<file path="config.mk">
export PLATFORM = sky130hd
export DESIGN_NAME = fetch_memory_port
export DESIGN_NICKNAME = d
export VERILOG_FILES = /design/src/rtl/fetch_memory_port_pkg.sv /design/src/rtl/fetch_memory_port.sv
export SDC_FILE = /design/constraint.sdc
export NUM_CORES = 1
export LEC_CHECK = 0
export CORE_MARGIN = 4
export CORE_UTILIZATION = 35
export CTS_CLUSTER_DIAMETER = 50
export CTS_CLUSTER_SIZE = 30
export DETAILED_ROUTE_END_ITERATION = 16
export PLACE_DENSITY = 0.65
export SLEW_MARGIN = 20
export SYNTH_ARGS = -nofsm -noshare
export SYNTH_HDL_FRONTEND = slang
export SYNTH_SLANG_ARGS = --single-unit
</file>
<file path="constraint.sdc">
create_clock -name clock -period 3 [get_ports clock]
set_input_delay 0.6 -clock clock [delete_from_list [all_inputs] [get_ports clock]]
set_output_delay 0.6 -clock clock [all_outputs]
set_load 0.005 [all_outputs]
</file>
<file path="src/rtl/fetch_memory_port_pkg.sv">
// rtl/fetch_memory_port_pkg.sv - shared register type, Nop encoding and fetch bridge state type
package fetch_memory_port_pkg;

  typedef logic [31:0] regval_t;

  // Canonical no-op (addi x0, x0, 0) returned whenever no instruction word is valid.
  localparam regval_t Nop = 32'h0000_0013;

  typedef enum logic [1:0] {
    Idle,
    Request,
    Wait,
    Discard
  } state_t;

endpackage

</file>
<file path="src/rtl/fetch_memory_port.sv">
// rtl/fetch_memory_port.sv - single-outstanding instruction bus read bridge for the fetch stage
module fetch_memory_port
  import fetch_memory_port_pkg::*;
#(
  parameter int ADDR_WIDTH = 32
) (
  input  logic                  clock,
  input  logic                  reset_n,
  input  logic                  address_enable,
  input  regval_t               address,
  input  logic                  flush,
  output regval_t               data,
  output logic                  data_valid,
  output logic                  has_flushed,
  output logic                  mem_read,
  output logic [ADDR_WIDTH-1:0] mem_address,
  input  logic                  mem_waitrequest,
  input  regval_t               mem_readdata,
  input  logic                  mem_readdatavalid
);

  state_t      state_q, state_d;
  logic        stale_q, stale_d;
  logic [31:2] req_address_q, req_address_d;
  logic        buf_valid_q, buf_valid_d;
  logic [31:2] buf_address_q, buf_address_d;
  regval_t     buf_data_q, buf_data_d;

  logic buf_hit;
  logic req_match;

  // Byte offset within the word never participates in any compare or bus address.
  logic unused_addr_bits;
  assign unused_addr_bits = ^address[1:0];

  assign buf_hit   = buf_valid_q && address_enable && !flush
                     && (address[31:2] == buf_address_q);
  assign req_match = address_enable && !flush && (address[31:2] == req_address_q);

  always_comb begin
    state_d       = state_q;
    stale_d       = stale_q;
    req_address_d = req_address_q;
    buf_valid_d   = buf_valid_q;
    buf_address_d = buf_address_q;
    buf_data_d    = buf_data_q;
    mem_read      = 1'b0;
    data_valid    = 1'b0;
    data          = Nop;

    // One-shot buffer: consumed the cycle it is delivered.
    if (buf_hit) begin
      data_valid  = 1'b1;
      data        = buf_data_q;
      buf_valid_d = 1'b0;
    end

    unique case (state_q)
      Idle: begin
        if (address_enable && !flush && !buf_hit) begin
          req_address_d = address[31:2];
          state_d       = Request;
        end
      end
      Request: begin
        mem_read = 1'b1;
        if (flush) begin
          stale_d = 1'b1;
        end
        if (!mem_waitrequest) begin
          state_d = (stale_q || flush) ? Discard : Wait;
        end
      end
      Wait: begin
        if (mem_readdatavalid) begin
          state_d = Idle;
          if (!flush) begin
            if (req_match) begin
              data_valid = 1'b1;
              data       = mem_readdata;
            end else begin
              buf_valid_d   = 1'b1;
              buf_address_d = req_address_q;
              buf_data_d    = mem_readdata;
            end
          end
        end else if (flush) begin
          state_d = Discard;
        end
      end
      Discard: begin
        if (mem_readdatavalid) begin
          stale_d = 1'b0;
          state_d = Idle;
        end
      end
      default: state_d = Idle;
    endcase

    if (flush) begin
      buf_valid_d = 1'b0;
    end
  end

  assign mem_address = (state_q == Request) ? ADDR_WIDTH'({req_address_q, 2'b00})
                                            : '0;
  assign has_flushed = !flush && !stale_q && (state_q != Discard);

  always_ff @(posedge clock or negedge reset_n) begin
    if (!reset_n) begin
      state_q       <= Idle;
      stale_q       <= 1'b0;
      req_address_q <= '0;
      buf_valid_q   <= 1'b0;
      buf_address_q <= '0;
      buf_data_q    <= Nop;
    end else begin
      state_q       <= state_d;
      stale_q       <= stale_d;
      req_address_q <= req_address_d;
      buf_valid_q   <= buf_valid_d;
      buf_address_q <= buf_address_d;
      buf_data_q    <= buf_data_d;
    end
  end

endmodule

</file>
-- Yosys cells after proc, flatten, opt, wreduce, memory -nomap -nowiden
Index checks and enable logic that the tools add are counted.
Widths: inputs -> output; s select.
- bits in registers: 96
- input bits: 70
- output and inout bits: 67
- logic and storage cells: 64
- eq/ne operators: 11
- multiplexer cells: 27
- bitwise logic cells: 2
- reduce and logical (&&, ||, !) cells: 18
- operator list (cell ; number):
    $mux 32 ; 6
    $eq 30x30->1 ; 2
    $mux 1 ; 14
    $mux 2 ; 5
    $ne 2x2->1 const B ; 5
    $logic_and 1x1->1 ; 8
    $pmux 2 s4 ; 1
    $reduce_and 4->1 ; 2
    $eq 2x2->1 const B ; 2
    $logic_not 1->1 ; 3
    $ne 3x3->1 const B ; 1
    $reduce_and 3->1 ; 1
    $eq 2x1->1 const B ; 1
    $logic_not 2->1 ; 1
    $not 1->1 ; 2
    $pmux 1 s2 ; 1
    $reduce_and 2->1 ; 1
    $reduce_bool 2->1 ; 1
    $logic_or 1x1->1 ; 1

-- Depth between registers and ports, before layout
- word-level depth: 8
- depth in mapped cells: 7
- depth with buffers taken out: 5

-- Worst setup path after synthesis
OpenSTA, ideal clock, no wires.
- path kind: input -> output
- start: in address[28]
- end: out data[10]
- arrival time: 2.019 ns
- data required time: 2.400 ns
- setup slack: 0.381 ns
- cell stages on the path: 6
- path buffers: 1
- cell sequence: xor2_1 > or4_4 > nor4_4 > nand3_2 > buf_2 > mux2i_1
- longest elaborated chain between the ends: 7
- elaborated cells between the ends (all ways): 9
- classes of those cells: eq/ne: 2; mux: 5; reduce/logical: 2
- RTL lines (item ; RTL line ; RTL):
    from (decl) ; fetch_memory_port.sv:10 ; input regval_t address,
    $eq 30x30->1 ; fetch_memory_port.sv:37 ; && (address[31:2] == buf_address_q);
    $logic_and 1x1->1 ; fetch_memory_port.sv:37 ;
    $mux 32 ; fetch_memory_port.sv:52 ; if (buf_hit) begin
    $mux 32 ; fetch_memory_port.sv:78 ; if (req_match) begin
    $mux 32 ; fetch_memory_port.sv:77 ; if (!flush) begin
    $mux 32 ; fetch_memory_port.sv:75 ; if (mem_readdatavalid) begin
    $mux 32 (*) ; fetch_memory_port.sv:58 ; unique case (state_q)
    to (decl) ; fetch_memory_port.sv:12 ; output regval_t data,
Every way passes the cells marked *; elsewhere a longest branch is shown, timed or not.

-- Worst setup path after layout
- start: in address[19]
- end: out data[1]
The elaborated chain is that of the path after synthesis.

==> impl_results.rst <==
.. list-table::
   :header-rows: 1

   * - Metric
     - Value
   * - Area of the multi-input gates
     - 0.00294 mm2
   * - Antenna fix cells
     - 0
   * - Buffering stage count on the worst path with inverters included
     - 5
   * - Half-perimeter wire length after placement
     - 10.1 mm
   * - FF-to-FF setup slack
     - 620 ps
   * - Crit path max-delay family
     - buffers and inverters
   * - Reg-to-reg critical path startpoint
     - buf_address_q[29]$_DFFE_PN0P_
   * - Crit Path Category
     - input pin to primary output
   * - Clock latency reported for the late side of the worst-skew pair
     - 350 ps
   * - Slowest stage cell on the critical path
     - nor4_4
   * - Proportion of power drawn by flip-flops and latches
     - 41.6%
   * - CP max stage delay
     - 360 ps
   * - Number of clock sinks
     - 96
   * - Number of placement rows
     - 45
   * - Top metal layer carrying routed signals
     - met5
   * - Leakage component of the power
     - 3.86 nW
   * - Die area
     - 0.0180 mm2
   * - Count of endpoints failing setup in the final report
     - 29
   * - Proportion of total power due to net switching
     - 30.7%
   * - Number of buffers between clock root and the deepest sink
     - 2
   * - Routed length per placed instance
     - 18.0 um
   * - Number of different library cells in the post-synthesis netlist
     - 42
   * - Headroom to the max-slew limit
     - between 50% and 60%
   * - Remaining DRCs
     - 0
   * - Final Net Count
     - 688
   * - Hold-fix buffers, CTS
     - 0
   * - Ordered cell list for the critical path
     - clkdlybuf4s15_1 -> xnor2_1 -> nand4_1 -> nor4_4 -> buf_4 -> nand3_4 -> buf_6 -> buf_12 -> mux2_2 -> buf_2
   * - Post-Synthesis Mean Instance Area
     - 12.5 um2
   * - Startpoint type of the worst setup path
     - input pin
   * - Number of top-level design ports
     - 137
   * - Area share of the largest cell type after synthesis
     - between 40% and 50%
   * - P&R area growth vs syn
     - 38.9%
   * - Comb power frac
     - 40.2%
   * - Worst-Margin Slew
     - between 600 and 700 ps
   * - Cell internal power dissipation
     - around 4.1 mW
   * - CORE AREA
     - 0.0154 mm2
   * - Die outline height
     - approximately 130 um
   * - GP Congestion
     - 0.796
   * - Vias in the first global route
     - 4476
   * - Avg Vias per Cell
     - ~4.8
   * - Commonest cells post-synth
     - dfrtp_1, mux2_4, xnor2_1
   * - Achievable Freq
     - 317 MHz
   * - Unrepaired setup endpoints after global routing
     - yes
   * - Top-count cell post-synth
     - dfrtp_1
   * - Crit end category
     - primary output
   * - Arrival @ worst endpoint
     - 2560 ps
   * - Clock Skews
     - roughly 11 ps
   * - Cell at the root of the clock tree
     - clkbuf_16
   * - Status
     - finished, violations left
   * - Metal1 wirelength
     - 6.72 mm
   * - Ranking of synthesized cells by area
     - dfrtp_1, mux2_4, xnor2_1, mux2_2, mux2i_1
   * - Post-synthesis register bit count
     - 96
   * - Detail Route Antenna Nets
     - 0
   * - Switch Pwr
     - 1.84 mW
   * - Cells after synthesis
     - 447
   * - Synth Flop Type
     - dfrtp_1
   * - Ys Warns
     - 0
   * - Mapped cell area
     - 0.00557 mm2
   * - Max VDD drop
     - around 390 uV
   * - Synth async-reset ratio
     - 100%
   * - Critical Path RT
     - 2400 ps
   * - Fin Setup TNS
     - -1470 ps
   * - P per Cell Area
     - roughly 770 mW/mm2
   * - CTS tree
     - done
   * - Vias
     - 3996
   * - Violations in the final reports
     - negative setup slack
   * - Critical path fanouts, max
     - 6
   * - Number of H-tree levels
     - 3
   * - Wire length of the first global-routing pass
     - 23.6 mm
   * - Part of the total power dissipated in the clock network
     - 18.2%
   * - Worst slack after detailed placement
     - -1020 ps
   * - Number of design-rule violations left by the first detailed-router iteration
     - 120
   * - Overall Power
     - 5.98 mW
   * - Maximum number of pins on one net before global-route repair
     - 50
   * - Launching element of the worst setup path
     - address[19]
   * - Routed wl met2
     - 7.15 mm
   * - Slew Viols, Final
     - 0
   * - Width of the die
     - 134 um
   * - Number of input and output port buffers inserted
     - 132
   * - Hold violation count in the final report
     - 0
   * - Max-cap violations
     - 0
   * - Initial antenna violation count
     - 2
   * - Path class of the lowest-slack min-delay path
     - input pin to async pin
   * - Detailed-router iteration count before antenna repair
     - 5
   * - Num CTS Buffers
     - 9
   * - Number of enable flip-flop cells after synthesis
     - 0
   * - Register Area
     - 0.00241 mm2
   * - Worst path setup slack after routing
     - -159 ps
   * - Share of final-layout standard cells stronger than drive strength 1
     - 37.9%
   * - Min cycle time layout
     - 3160 ps
   * - Total wire length
     - 15.0 mm
   * - Part of the Yosys area used for sequential elements
     - between 40% and 50%
   * - Total routing resource utilization after global routing
     - 16.4%
   * - Clock-pin slew of the registers on the worst-case setup and hold paths
     - 70 ps
   * - Initial core utilization
     - 36.2%
   * - Cell type with the largest total area after synthesis
     - dfrtp_1
   * - Number of filler instances in the final layout
     - 1391
   * - Length of routed met3 wiring
     - slightly above 800 um
   * - Gr ovfl total
     - 0
   * - Period utilisation layout
     - 105%
## power by group through the flow
stage | sequential (mW) | combinational (mW) | clock [mW]
final | 2.49 | 2.41 | 1.09
after global routing | 2.58 | 2.60 | 1.19
after CTS | 2.47 | 2.42 | 1.13
after detailed placement | 2.48 | 2.39 | 0
after global placement | 2.43 | 2.35 | 0
after floorplan | 2.34 | 1.59 | 0
## registers in the layout, summed over array words and instances, names as in the netlist
register and flops:
buf_data_q 32, buf_address_q 30, req_address_q 30, state_q 2
buf_valid_q 1, stale_q 1
## kinds of logic after synthesis
family                    count (synthesis)  synth area share (%)
AOI/OAI and AO/OA                        10                  1.24
xor gates and xnor gates                 60                  9.43
buffers and inverters                    59                  6.27
DFF                                      96                  43.2
muxes                                   124                  28.4
other                                     1                0.0673
and+or+nand+nor                          97                  11.4
## cell type report
type	count	share of cell area, %
clock buffers	12	3.18
clock inverters	4	0.388
inverters	31	1.50
multi-input cells	293	38.0
flip-flops and latches	96	31.1
well taps	211	3.41
repair buffers	187	22.4
## stage by stage
stage | instance area, um2 | std cells | util [%] | hold slack, ps
after floorplan | 5580 | 448 | - | 304
after global placement | 7360 | 804 | 47.9 | 491
after detailed placement | 7360 | 804 | 47.9 | 492
after CTS | 7650 | 831 | 49.8 | 290
after global routing | 7740 | 834 | 50.4 | 326
final | 7740 | 834 | 50.4 | 284
## path summary, 6_finish.rpt
kind                            cells past startpoint                       endpoint
worst max-delay path                               10                        data[1]
worst min-delay path                                1     buf_data_q[11]$_DFFE_PN0P_
worst max register to register                      9  req_address_q[13]$_DFFE_PN0P_
worst min register to register                      1     buf_data_q[19]$_DFFE_PN0P_
max in group asynchronous                           2     buf_data_q[20]$_DFFE_PN0P_
min in group clock                                  1     buf_data_q[19]$_DFFE_PN0P_
## routing by layer
layer  global-route usage [%]  vias up
met1                     20.7     1967
met2                     27.7      113
met5                        0        -
met3                     3.86       20
met4                     5.60        4
li1                         -     1892
## placed cells by master, fill, tap and decap left out, drive strengths merged, types with 6 or more instances in the layout
| cell | synthesis | final |
|---|---|---|
| and2 | 30 | 30 |
| buf | 18 | 91 |
| clkbuf | 10 | 24 |
| clkdlybuf4s50 | 0 | 66 |
| dfrtp | 93 | 93 |
| dlygate4sd2 | 0 | 9 |
| dlymetal6s2s | 0 | 6 |
| inv | 31 | 31 |
| mux2 | 95 | 95 |
| mux2i | 29 | 29 |
| nand4 | 40 | 40 |
| xnor2 | 50 | 50 |
| xor2 | 10 | 10 |
## timing repair
item	CTS	global route
gates cloned	3	2
setup buffers	8	3
gates resized for setup	186	43
endpoints found under the setup margin	33	33
pin swaps	12	22
Note: power is estimated with default switching activity, not from simulation.
